[src/rtl/gpio_pkg.sv]
// -----------------------------------------------------------------------------
// gpio_pkg
// Shared definitions for the pio_gpio_ext peripheral: Avalon-MM word addresses
// of the register map, the edge-capture mode encoding and the ID tag returned
// from the read-only ID register.
// -----------------------------------------------------------------------------
package gpio_pkg;

    // Register map (word addresses on the 3-bit avs_address bus)
    localparam logic [2:0] GPIO_ADDR_DATA   = 3'd0;  // R: synchronised pins, W: OUT
    localparam logic [2:0] GPIO_ADDR_DIR    = 3'd1;  // R/W: 1 = output
    localparam logic [2:0] GPIO_ADDR_MASK   = 3'd2;  // R/W: interrupt enable per bit
    localparam logic [2:0] GPIO_ADDR_EDGE   = 3'd3;  // R: captured edges, W1C
    localparam logic [2:0] GPIO_ADDR_OUTSET = 3'd4;  // W1S on OUT, reads OUT
    localparam logic [2:0] GPIO_ADDR_OUTCLR = 3'd5;  // W1C on OUT, reads OUT
    localparam logic [2:0] GPIO_ADDR_OUTTGL = 3'd6;  // W1T on OUT, reads OUT
    localparam logic [2:0] GPIO_ADDR_ID     = 3'd7;  // R only

    // Which input transitions set EDGE_CAP
    typedef enum logic [1:0] {
        EDGE_RISE = 2'd0,
        EDGE_FALL = 2'd1,
        EDGE_BOTH = 2'd2
    } edge_mode_e;

    localparam logic [15:0] GPIO_ID_TAG = 16'hB0CD;

endpackage

[src/rtl/gpio_sync.sv]
// -----------------------------------------------------------------------------
// gpio_sync
// WIDTH-wide multi-flop synchroniser for asynchronous pin inputs. Every bit is
// synchronised independently; no cross-bit coherency is implied.
//
// Ports:
//   clk     - destination clock
//   rst_n   - asynchronous active-low reset, clears every stage to 0
//   pins    - asynchronous inputs
//   synced  - inputs after STAGES flops in the clk domain
// -----------------------------------------------------------------------------
module gpio_sync #(
    parameter int WIDTH  = 4,
    parameter int STAGES = 2
) (
    input  logic             clk,
    input  logic             rst_n,
    input  logic [WIDTH-1:0] pins,
    output logic [WIDTH-1:0] synced
);

    logic [STAGES-1:0][WIDTH-1:0] stage;

    // NOTE: non-blocking assignments let every stage sample the previous
    // stage's old value, which is what builds the shift chain.
    always_ff @(posedge clk or negedge rst_n) begin
        if (!rst_n) begin
            stage <= '0;
        end else begin
            stage[0] <= pins;
            for (int i = 1; i < STAGES; i++) begin
                stage[i] <= stage[i-1];
            end
        end
    end

    assign synced = stage[STAGES-1];

endmodule

[src/rtl/pio_gpio_ext.sv]
// -----------------------------------------------------------------------------
// pio_gpio_ext
// Parametrised GPIO peripheral on an Avalon-MM slave: per-bit direction,
// atomic set/clear/toggle of the output register, synchronised inputs with
// edge capture and a maskable level interrupt.
//
// Ports:
//   clk_clk        - single clock
//   reset_reset_n  - asynchronous active-low reset
//   avs_address    - word address (see gpio_pkg for the map)
//   avs_read       - read strobe, data returned one cycle later
//   avs_write      - write strobe
//   avs_writedata  - write data, bits at or above WIDTH ignored
//   avs_readdata   - registered read data, holds when no read is issued
//   irq            - level interrupt, OR of (EDGE_CAP & IRQ_MASK)
//   gpio_in        - asynchronous pin inputs
//   gpio_out       - output register
//   gpio_oe        - output enables (the direction register)
// -----------------------------------------------------------------------------
module pio_gpio_ext
    import gpio_pkg::*;
#(
    parameter int               WIDTH       = 4,
    parameter logic [WIDTH-1:0] RESET_VALUE = '0,
    parameter logic [WIDTH-1:0] DIR_RESET   = '1,
    parameter int               EDGE_MODE   = 0,
    parameter int               SYNC_STAGES = 2
) (
    input  logic             clk_clk,
    input  logic             reset_reset_n,
    input  logic [2:0]       avs_address,
    input  logic             avs_read,
    input  logic             avs_write,
    input  logic [31:0]      avs_writedata,
    output logic [31:0]      avs_readdata,
    output logic             irq,
    input  logic [WIDTH-1:0] gpio_in,
    output logic [WIDTH-1:0] gpio_out,
    output logic [WIDTH-1:0] gpio_oe
);

    localparam edge_mode_e       MODE     = edge_mode_e'(EDGE_MODE);
    // Suppression counter runs 0 .. SYNC_STAGES+1 and then sticks
    localparam int               CNT_W    = $clog2(SYNC_STAGES + 2);
    localparam logic [CNT_W-1:0] CNT_DONE = CNT_W'(SYNC_STAGES + 1);

    logic [WIDTH-1:0] out_q;
    logic [WIDTH-1:0] dir_q;
    logic [WIDTH-1:0] mask_q;
    logic [WIDTH-1:0] cap_q;
    logic [WIDTH-1:0] sync_q;
    logic [WIDTH-1:0] prev_q;
    logic [CNT_W-1:0] supp_cnt;

    logic [WIDTH-1:0] wdata;
    logic [WIDTH-1:0] out_next;
    logic [WIDTH-1:0] cap_clr;
    logic [WIDTH-1:0] edge_det;
    logic             capture_en;
    logic [31:0]      rdata_next;
    logic             unused_wdata;

    assign wdata        = avs_writedata[WIDTH-1:0];
    // Upper write-data bits have no register behind them
    assign unused_wdata = ^avs_writedata;

    // ---------------------------------------------------------------- input path
    gpio_sync #(
        .WIDTH  (WIDTH),
        .STAGES (SYNC_STAGES)
    ) u_sync (
        .clk    (clk_clk),
        .rst_n  (reset_reset_n),
        .pins   (gpio_in),
        .synced (sync_q)
    );

    // prev_q and sync_q are both 0 out of reset; the counter keeps capture off
    // until a pin that was already high has propagated into prev_q as well.
    always_ff @(posedge clk_clk or negedge reset_reset_n) begin
        if (!reset_reset_n) begin
            prev_q   <= '0;
            supp_cnt <= '0;
        end else begin
            prev_q <= sync_q;
            if (supp_cnt != CNT_DONE) begin
                supp_cnt <= supp_cnt + CNT_W'(1);
            end
        end
    end

    assign capture_en = (supp_cnt == CNT_DONE);

    // NOTE: every always_comb output gets a default before any branch, so no
    // path can leave it unassigned and infer a latch.
    always_comb begin
        edge_det = '0;
        case (MODE)
            EDGE_RISE: edge_det = sync_q & ~prev_q;
            EDGE_FALL: edge_det = ~sync_q & prev_q;
            default:   edge_det = sync_q ^ prev_q;
        endcase
        if (!capture_en) begin
            edge_det = '0;
        end
    end

    // ------------------------------------------------------------ write decode
    always_comb begin
        out_next = out_q;
        cap_clr  = '0;
        if (avs_write) begin
            case (avs_address)
                GPIO_ADDR_DATA:   out_next = wdata;
                GPIO_ADDR_OUTSET: out_next = out_q | wdata;
                GPIO_ADDR_OUTCLR: out_next = out_q & ~wdata;
                GPIO_ADDR_OUTTGL: out_next = out_q ^ wdata;
                GPIO_ADDR_EDGE:   cap_clr  = wdata;
                default:          ;
            endcase
        end
    end

    always_ff @(posedge clk_clk or negedge reset_reset_n) begin
        if (!reset_reset_n) begin
            out_q  <= RESET_VALUE;
            dir_q  <= DIR_RESET;
            mask_q <= '0;
            cap_q  <= '0;
        end else begin
            out_q <= out_next;
            if (avs_write && avs_address == GPIO_ADDR_DIR) begin
                dir_q <= wdata;
            end
            if (avs_write && avs_address == GPIO_ADDR_MASK) begin
                mask_q <= wdata;
            end
            // Set is applied after clear so a new edge wins over a W1C
            cap_q <= (cap_q & ~cap_clr) | edge_det;
        end
    end

    // ------------------------------------------------------------- read path
    // Muxes the current (pre-write) register values, so a read and a write to
    // the same address in one cycle returns the old contents.
    always_comb begin
        rdata_next = '0;
        case (avs_address)
            GPIO_ADDR_DATA:   rdata_next[WIDTH-1:0] = sync_q;
            GPIO_ADDR_DIR:    rdata_next[WIDTH-1:0] = dir_q;
            GPIO_ADDR_MASK:   rdata_next[WIDTH-1:0] = mask_q;
            GPIO_ADDR_EDGE:   rdata_next[WIDTH-1:0] = cap_q;
            GPIO_ADDR_OUTSET,
            GPIO_ADDR_OUTCLR,
            GPIO_ADDR_OUTTGL: rdata_next[WIDTH-1:0] = out_q;
            default:          rdata_next = {GPIO_ID_TAG, 8'h00, 8'(WIDTH)};
        endcase
    end

    always_ff @(posedge clk_clk or negedge reset_reset_n) begin
        if (!reset_reset_n) begin
            avs_readdata <= '0;
        end else if (avs_read) begin
            avs_readdata <= rdata_next;
        end
    end

    // ----------------------------------------------------------------- outputs
    assign gpio_out = out_q;
    assign gpio_oe  = dir_q;
    // Straight from the registers so irq rises in the same cycle as EDGE_CAP
    assign irq      = |(cap_q & mask_q);

endmodule

[config.mk]
export PLATFORM = sky130hd
export DESIGN_NAME = pio_gpio_ext
export DESIGN_NICKNAME = d
export VERILOG_FILES = /design/src/rtl/gpio_pkg.sv /design/src/rtl/gpio_sync.sv /design/src/rtl/pio_gpio_ext.sv
export SDC_FILE = /design/constraint.sdc
export NUM_CORES = 1
export LEC_CHECK = 0
export CORE_MARGIN = 10
export CORE_UTILIZATION = 50
export DETAILED_ROUTE_END_ITERATION = 7
export DONT_BUFFER_PORTS = 1
export PLACE_DENSITY = 0.68
export SYNTH_ARGS = -nofsm -noshare
export SYNTH_HDL_FRONTEND = slang
export SYNTH_SLANG_ARGS = --single-unit
[constraint.sdc]
create_clock -name clk_clk -period 2.6 [get_ports clk_clk]
set_clock_uncertainty 0.2 [all_clocks]
set_input_delay 0.52 -clock clk_clk [delete_from_list [all_inputs] [get_ports clk_clk]]
set_output_delay 0.52 -clock clk_clk [all_outputs]
set_load 0.05 [all_outputs]
==> impl_metrics.yaml, run 1 <==
floorplanning:
  io_pins: 84
  fp.dieW_um: 81.25
  start_util: 0.5162
  std_cell_rows: 22
  die_h_um: 81.25
  dieArea_mm2: 0.006601
  core_area_mm2: 0.003633
drt:
  via_count: 1164
  dr.pass1.iters: 4
  wirelength_um: 3734
  drtAntennaViolNets: 0
  wl_per_cell_um: 16.74
  drc: 0
  viasPerCell: 5.220
  first_iter_violations: 74
placed_design:
  dp_slack_ns: 0.7781
  port_buffers: 0
  placed_area_mm2: 0.001815
  gp_congestion: 0.8225
  dp_hpwl_um: 2885
  placed_cells: 213
cells_and_area:
  fin_area_mm2: 0.001946
  final_util: 0.5355
  layout.nets: 226
  fillers: 315
  fin_cells: 223
  drive_gt1_frac: 0.1657
  num_antenna_cells: 0
  synthToLayoutAreaGrowth_pct: 3.736
power_and_ir_drop:
  leakage_nw: 0.8676
  power_mw: 1.523
  p_per_area_mw_per_mm2: 782.8
  irDropWorstVdd_v: 0.0003742
critical_path:
  path_buf_inv: 1
  rrSetupSlack_ns: 0.76
  max_stage_delay_ns: 0.73
  arrival_ns: 1.37
  critPathCaptureType: "output port"
  cp.required_ns: 1.88
  critPathKind: "flip-flop to output port"
  cp_max_fo: 5
  cp_cell_sequence: "buf_12"
  path_delay_family: "flip-flops"
  cpMaxStageDelayCell: "dfrtp_4"
  cp-start-kind: "flip-flop"
yosys:
  ys_ff_latch: 35
  synthCells: 175
  synth_ff_type: "dfrtp_1"
  avgSynthCellArea_um2: 10.72
  ys_warn_count: 0
  ys_seq_area_frac: 0.4696
  async_flop_share: 1.000
  synth_edf_count: 0
  synth_cell_types: 39
  syn_area_mm2: 0.001876
hold_path:
  hp-class: "input pin to flip-flop"
timing:
  drv_slew: 0
  tns_ns: 0
  fin_hold_ws_ns: 0.06307
  timing.fmax_mhz: 478.6
  setup_violations: 0
  post-route-period-util: 0.8037
  rsz0062_at_grt: "false"
  setup_slack_ns: 0.5104
  fin_crit_ns: 2.090
  tightest_slew_ns: 0.5789
  slew_headroom: 0.6141
  finalHoldViolCount: 0
outcome:
  status: "finished, final reports clean"
global_routing:
  gr-usage-met3: 0.03422
  grt_use_met2: 0.1975
  grt_use_total: 0.1151
  grt_max_degree: 36
  grt_pass1_vias: 1168
  grt-ovfl-total: 0
  grt_pass1_wl_um: 5947
  grt_antenna_before_repair: 0
  top_usage_layer: "met2"
  met1_usage: 0.1299
clocking:
  cts_resized: 0
  clockBufferDepth: 2
  cts_made_buffers: 5
  clkTransAtPathRegs_ns: 0.07
  cts.sinks: 35
  cts_tree: "done"
  clk_latency_ns: 0.29
  cts_root_buf: "clkbuf_8"
  cts-htree-levels: 2
  post_cts.repair.setup_buffers: 0
flow_run:
  cap_viol_max_count: 0
cells in the mapped netlist, types with 2 or more instances:
| library cell | n | area share |
|---|---|---|
| o22ai_1 | 4 | 0.013 |
| nor2b_1 | 2 | 0.0067 |
| a21oi_1 | 7 | 0.019 |
| ha_1 | 9 | 0.060 |
| dfstp_2 | 4 | 0.056 |
| buf_4 | 29 | 0.12 |
| o2bb2ai_1 | 4 | 0.019 |
| nor2_2 | 2 | 0.0067 |
| a22oi_1 | 4 | 0.016 |
| mux2_2 | 5 | 0.030 |
| nand2b_1 | 4 | 0.013 |
| mux4_2 | 2 | 0.024 |
| nor2_1 | 8 | 0.016 |
| nand2_1 | 14 | 0.028 |
| o21ai_0 | 4 | 0.011 |
| mux2i_1 | 2 | 0.011 |
| a221oi_1 | 3 | 0.014 |
| mux2_1 | 3 | 0.018 |
| nor3_1 | 4 | 0.011 |
| dfrtp_1 | 31 | 0.41 |
| inv_1 | 12 | 0.024 |
flip-flops by register name, indices dropped and copies added (netlist names):
name           count
prev_q             4
supp_cnt           2
gpio_oe            4
avs_readdata       5
u_sync.stage       4
cap_q              4
mask_q             4
u_sync.synced      4
gpio_out           4
report_power, final:
part           switching, mW  leakage (nW)  internal (mW)
clock                  0.188        0.0515          0.242
combinational          0.203         0.430         0.0980
sequential             0.173         0.386          0.620
total                  0.564         0.868          0.959
placed cells by master, fill, tap and decap left out, types with 3 or more instances in the layout:
master	netlist	layout
ha_1	9	9
nand2b_1	4	4
a221oi_1	3	3
o2bb2ai_1	4	4
nor2_1	8	8
a22oi_1	4	4
a21oi_1	7	7
dfrtp_1	31	30
mux2_1	3	3
mux2_2	5	5
inv_1	12	12
conb_1	1	20
nor3_1	4	4
nand2_1	14	14
clkbuf_8	0	7
o21ai_0	4	4
o22ai_1	4	4
dfstp_2	4	4
per-layer routing:
metal | vias up | share of wire | routed length [um]
li1 | 549 | - | -
met1 | 558 | 0.39 | 1452
met2 | 48 | 0.51 | 1898
met3 | 9 | 0.082 | 305
met4 | 0 | 0.020 | 76
met5 | - | 0 | 0
kinds of logic (layout without fill, tap and decap cells):
logic type,count (synthesis),in the layout,share of synthesized area
other cells,1,20,0.001999
flops,35,35,0.4696
xor+xnor,1,1,0.004671
mux,12,12,0.08272
buf+inv,45,26,0.1488
simple gates,38,38,0.09940
compound gates,34,34,0.1328
fa+ha+maj,9,9,0.06004
worst paths after layout:
kind / startpoint / end / cells after the start
min: gpio_in[1] / u_sync.stage[1]$_DFF_PN0_ / 0
min in group asynchronous: reset_reset_n / mask_q[0]$_DFFE_PN0P_ / 2
max reg2reg: gpio_out[0]$_DFFE_PN0P_ / gpio_out[0]$_DFFE_PN0P_ / 5
min reg2reg: u_sync.stage[2]$_DFF_PN0_ / u_sync.synced[2]$_DFF_PN0_ / 0
max in group asynchronous: reset_reset_n / gpio_oe[2]$_DFFE_PN1P_ / 2
max: avs_readdata[29]$_DFFE_PN0P_ / avs_readdata[18] / 1
area by class of cell:
cell class / instances / area [um^2] / area share
repair buffers: 5 / 65.06 / 0.03344
clock buffers: 8 / 100.1 / 0.05145
flip-flops and latches: 35 / 884.6 / 0.4547
multi-input cells: 114 / 787.0 / 0.4045
well taps: 48 / 60.06 / 0.03087
inverters: 13 / 48.80 / 0.02508
timing repair:
action,in CTS,in global routing
hold buffers,2,0
endpoints found under the hold margin,35,0
endpoints found under the setup margin,0,0
Power figures use the tool's default switching activity.
==> run 2: changes to the inputs <==
--- a/config.mk
+++ b/config.mk
@@ -9,7 +9,7 @@
 export CORE_UTILIZATION = 50
 export DETAILED_ROUTE_END_ITERATION = 7
 export DONT_BUFFER_PORTS = 1
-export PLACE_DENSITY = 0.68
+export PLACE_DENSITY = 0.71
 export SYNTH_ARGS = -nofsm -noshare
 export SYNTH_HDL_FRONTEND = slang
 export SYNTH_SLANG_ARGS = --single-unit
==> constraint.sdc (replaced) <==
create_clock -name clk_clk -period 1.82 [get_ports clk_clk]
set_clock_uncertainty 0.2 [all_clocks]
set_input_delay 0.364 -clock clk_clk [delete_from_list [all_inputs] [get_ports clk_clk]]
set_output_delay 0.364 -clock clk_clk [all_outputs]
set_load 0.05 [all_outputs]
==> run 2 against run 1 <==
  * Setup slack got worse by 0.45 ns
  * Design area rose by 5.0%
  * Register-to-register slack got worse by 0.45 ns
  * Clock power up 43%
  * Flip-flop and latch count did not move
  * Sequential share of layout area decreased by 2.2 points
  * Critical endpoint is now irq
==> impl_metrics.yaml, run 2 (synthesized netlist as in run 1, its figures left out) <==
outcome:
  status: "finished, final reports clean"
critical_path:
  r2r_start: "cap_q[3]$_DFF_PN0_"
  critPathKind: "flip-flop to output port"
  cp-start-kind: "flip-flop"
  arrival_ns: 1.20
  critPathCaptureType: "output port"
  cp.required_ns: 1.26
  cp_max_fo: 3
  r2r_end: "avs_readdata[3]$_DFFE_PN0P_"
  rrSetupSlack_ns: 0.31
  reg2regPathDepth: 3
drt:
  dr.pass1.iters: 4
  viasPerCell: 5.316
  drtAntennaViolNets: 0
  wl_per_cell_um: 16.25
  drc: 0
  first_iter_violations: 109
  wirelength_um: 3803
  via_count: 1244
placed_design:
  placed_area_mm2: 0.001861
  dp_slack_ns: 0.2117
  placed_cells: 219
  dp_hpwl_um: 2849
  gp_congestion: 0.8646
  port_buffers: 0
clocking:
  cts_tree: "done"
  clockBufferDepth: 2
  cts.sinks: 35
  clkTransAtPathRegs_ns: 0.07
  cts_root_buf: "clkbuf_8"
  cts-htree-levels: 2
  cts_made_buffers: 5
  clk_latency_ns: 0.29
power_and_ir_drop:
  leakage_nw: 0.9182
  p_per_area_mw_per_mm2: 1092
  power_mw: 2.232
  irDropWorstVdd_v: 0.0004685
floorplanning:
  std_cell_rows: 22
  fp.dieW_um: 81.25
  start_util: 0.5162
  io_pins: 84
  die_h_um: 81.25
  dieArea_mm2: 0.006601
  core_area_mm2: 0.003633
timing:
  rsz0062_at_grt: "false"
  tns_ns: 0
  post-route-period-util: 0.9686
  drv_slew: 0
  setup_slack_ns: 0.05711
  fin_crit_ns: 1.763
  setup_violations: 0
  timing.fmax_mhz: 567.3
  finalHoldViolCount: 0
hold_path:
  worstHoldEndpoint: "mask_q[0]$_DFFE_PN0P_"
  whs_path_depth: 1
  hp-class: "input pin to flip-flop"
  min_from: "avs_writedata[0]"
cells_and_area:
  top_register: "avs_readdata"
  num_antenna_cells: 0
  final_common_cell: "dfrtp_1"
  layout_common_cells: "dfrtp_1, conb_1, nand2_1"
  fillers: 318
  drive_gt1_frac: 0.1935
  multi_input_area_um2: 789.5
  fin_area_mm2: 0.002043
  largest_reg_flops: 5
  fin_cells: 234
  layout.nets: 237
  regArea_um2: 884.6
  synthToLayoutAreaGrowth_pct: 8.939
flow_run:
  cap_viol_max_count: 0
global_routing:
  grt_max_degree: 36
  gr-usage-met3: 0.04636
  grt-ovfl-total: 0
  grt_use_total: 0.1203
  grt_pass1_wl_um: 6258
  grt_pass1_vias: 1262
  grt_antenna_before_repair: 0
  met1_usage: 0.1331
  grt_use_met2: 0.1990
  top_usage_layer: "met2"
==> run 2: cell count changes in the layout (fill, tap and decap cells not counted) <==
cell	change
buf_4	+6
dlygate4sd3_1	+5
nand2_1	-1
nand2_2	+1
==> run 2: through the flow <==
| step | hold WS [ns] | util |
|---|---|---|
| after floorplan | -0.1316 | - |
| after global placement | -0.1303 | 0.5121 |
| after detailed placement | -0.1304 | 0.5121 |
| after CTS | 0.001107 | 0.5623 |
| after global routing | 0.01313 | 0.5623 |
| final | 0.007530 | 0.5623 |
==> run 2: metal layers <==
| metal | vias up | share of wire | wire (um) |
|---|---|---|---|
| met5 | - | 0 | 0 |
| met4 | 0 | 0.018 | 70 |
| met3 | 10 | 0.10 | 381 |
| met2 | 54 | 0.50 | 1896 |
| met1 | 607 | 0.38 | 1454 |
| li1 | 573 | - | - |
==> run 2: how the worst max path moves through the flow <==
stage                     cells past startpoint                      end                     from  slack (ns)
final                                         2                      irq    mask_q[3]$_DFFE_PN0P_        0.06
after global routing                          2                      irq    mask_q[3]$_DFFE_PN0P_        0.01
after CTS                                     2                      irq    mask_q[3]$_DFFE_PN0P_        0.05
after detailed placement                      3   gpio_oe[0]$_DFFE_PN1P_           avs_address[2]        0.21
after global placement                        3   gpio_oe[2]$_DFFE_PN1P_           avs_address[2]        0.24
after floorplan                               5  gpio_out[1]$_DFFE_PN0P_  gpio_out[1]$_DFFE_PN0P_        0.11
==> run 2: what timing repair did <==
action                                  4_1_cts  5_1_grt
hold buffers                                  7        0
resized for setup                             1        0
setup buffers                                 0        0
hold endpoints to repair                     44        0
endpoints found under the setup margin        1        0
==> run 2: report_power, final <==
part | switching (mW) | internal [mW] | leakage [nW] | total [mW]
Sequential | 0.121 | 0.883 | 0.386 | 1.00
Clock | 0.269 | 0.345 | 0.0515 | 0.614
Combinational | 0.431 | 0.184 | 0.480 | 0.615
Total | 0.820 | 1.41 | 0.918 | 2.23
==> run 2: worst max-delay path: stages (launching register included) <==
cell and delay [ns]:
dfrtp_1 0.40, a22oi_1 0.26, nand2_2 0.25
==> run 2: cell type report <==
type	count	share of cell area
Inverter	13	0.02388
Sequential cell	35	0.4329
Multi-Input combinational cell	114	0.3864
Clock buffer	8	0.04899
Tap cell	48	0.02939
Timing Repair Buffer	16	0.07838
==> run 3: changes to the inputs <==
--- a/config.mk
+++ b/config.mk
@@ -5,11 +5,14 @@
 export SDC_FILE = /design/constraint.sdc
 export NUM_CORES = 1
 export LEC_CHECK = 0
+export CELL_PAD_IN_SITES_DETAIL_PLACEMENT = 0
+export CELL_PAD_IN_SITES_GLOBAL_PLACEMENT = 2
 export CORE_MARGIN = 10
-export CORE_UTILIZATION = 50
+export CORE_UTILIZATION = 33
 export DETAILED_ROUTE_END_ITERATION = 7
 export DONT_BUFFER_PORTS = 1
-export PLACE_DENSITY = 0.71
+export PLACE_DENSITY = 0.77
+export SKIP_LAST_GASP = 1
 export SYNTH_ARGS = -nofsm -noshare
 export SYNTH_HDL_FRONTEND = slang
 export SYNTH_SLANG_ARGS = --single-unit
==> run 3 against run 2 <==
  * Die area increased by 38%
  * Wire length rose by 8.0%
  * Critical path depth stayed put
  * Clock-buffer cell count fell by 2
  * Global-route usage fell by 2.7 points
  * Sequential share of layout area decreased by 0.52 points
  * Worst hold slack gained 0.0014 ns
  * First-iteration DRC count is 52% lower
  * Critical path type unchanged
==> impl_metrics.yaml, run 3 (synthesized netlist as in run 1, its figures left out) <==
outcome:
  status: "finished, final reports clean"
placed_design:
  dp_slack_ns: 0.2709
  port_buffers: 0
  gp_congestion: 0.8100
  dp_hpwl_um: 3097
  placed_cells: 243
cells_and_area:
  final_common_cell: "dfrtp_1"
  synthToLayoutAreaGrowth_pct: 10.27
  layout_common_cells: "dfrtp_1, conb_1, nand2_1"
  final_util: 0.3756
  drive_gt1_frac: 0.1925
  num_antenna_cells: 0
  fin_cells: 259
  layout.nets: 238
  largest_reg_flops: 5
  top_register: "avs_readdata"
timing:
  tns_ns: 0
  post-route-period-util: 0.9314
  fin_hold_ws_ns: 0.008919
  fin_crit_ns: 1.695
  setup_slack_ns: 0.1249
  timing.fmax_mhz: 589.9
  finalHoldViolCount: 0
  rsz0062_at_grt: "false"
  drv_slew: 0
  setup_violations: 0
drt:
  via_count: 1215
  first_iter_violations: 52
  drc: 0
  wirelength_um: 4108
  dr.pass1.iters: 5
  drtAntennaViolNets: 0
  wl_per_cell_um: 15.86
  viasPerCell: 4.691
critical_path:
  reg2regPathDepth: 3
  cp.required_ns: 1.26
  critPathKind: "flip-flop to output port"
  cp_max_fo: 3
  rrSetupSlack_ns: 0.30
  cp-startpoint: "mask_q[3]$_DFFE_PN0P_"
  critPathCaptureType: "output port"
  cpMaxStageDelayCell: "dfrtp_1"
  cp-start-kind: "flip-flop"
  max_stage_delay_ns: 0.39
  r2r_start: "cap_q[0]$_DFF_PN0_"
  arrival_ns: 1.13
  r2r_end: "avs_readdata[0]$_DFFE_PN0P_"
  cp_cell_sequence: "a22oi_1 > nand2_2"
power_and_ir_drop:
  p_per_area_mw_per_mm2: 1054
  leakage_nw: 0.9120
  irDropWorstVdd_v: 0.0003961
clocking:
  cts.sinks: 35
  cts_made_buffers: 5
  clockBufferDepth: 2
  clk_latency_ns: 0.28
  cts-htree-levels: 2
  post_cts.repair.setup_buffers: 0
  clkTransAtPathRegs_ns: 0.07
  cts_root_buf: "clkbuf_8"
  cts_tree: "done"
global_routing:
  grt_antenna_before_repair: 0
  grt-ovfl-total: 0
  grt_use_total: 0.09380
  grt_max_degree: 36
  grt_pass1_wl_um: 6693
  grt_pass1_vias: 1299
floorplanning:
  fp.dieW_um: 95.39
  dieArea_mm2: 0.009099
  core_area_mm2: 0.005507
  start_util: 0.3406
  die_h_um: 95.39
  io_pins: 84
  std_cell_rows: 27
hold_path:
  hp-class: "input pin to flip-flop"
  min_from: "avs_read"
  whs_path_depth: 2
  worstHoldEndpoint: "avs_readdata[29]$_DFFE_PN0P_"
flow_run:
  cap_viol_max_count: 0
-- run 3: cell types whose count changed in the layout (fill, tap and decap cells not counted) --
cell,change
dlygate4sd3_1,+1
clkinvlp_4,+1
clkinv_2,+1
clkbuf_8,-2
-- run 3: repair_timing --
| item | 4_1_cts | 5_1_grt |
|---|---|---|
| hold buffers | 8 | 0 |
| endpoints found under the setup margin | 0 | 1 |
| endpoints found under the hold margin | 44 | 0 |
| gates resized for setup | 0 | 1 |
-- run 3: final cells by class --
cell class              instances  area, um^2
repair buffers                 17       170.2
flip-flops and latches         35       884.6
fillers                       544        3438
well taps                      72       90.09
inverters                      13       48.80
clock buffers                   6       72.57
multi-input cells             114       789.5
clock inverters                 2       12.51
-- run 3: critical path: cells and delay by family (launching register included) --
| family | cells | cell delay [ns] |
|---|---|---|
| simple gates | 1 | 0.23 |
| compound gates | 1 | 0.22 |
| flops | 1 | 0.39 |
-- run 3: worst max-delay path by stage --
| stage | end | slack [ns] | cells after the start |
|---|---|---|---|
| floorplan | gpio_out[1]$_DFFE_PN0P_ | 0.11 | 5 |
| global placement | gpio_oe[3]$_DFFE_PN1P_ | 0.29 | 3 |
| detailed placement | mask_q[1]$_DFFE_PN0P_ | 0.27 | 3 |
| CTS | irq | 0.02 | 2 |
| global route | irq | 0.06 | 2 |
| finish | irq | 0.12 | 2 |
-- run 3: report_power, final --
part | internal [mW] | leakage [nW] | switching, mW
clock | 0.267 | 0.0412 | 0.290
sequential | 0.882 | 0.386 | 0.121
combinational | 0.186 | 0.484 | 0.432
-- run 3: routing by layer --
layer	vias to the layer above	global-route usage	wire length, um
met3	6	0.03456	292
met1	589	0.1132	1755
li1	579	-	-
met2	41	0.1540	2019
met5	-	0	0
met4	0	0.02580	40
-- run 3: per-stage QoR --
step,power (mW),instance area (um^2)
floorplan,1.528,1947
global placement,1.587,1891
detailed placement,1.606,1891
CTS,2.196,2066
global route,2.302,2068
finish,2.179,2068
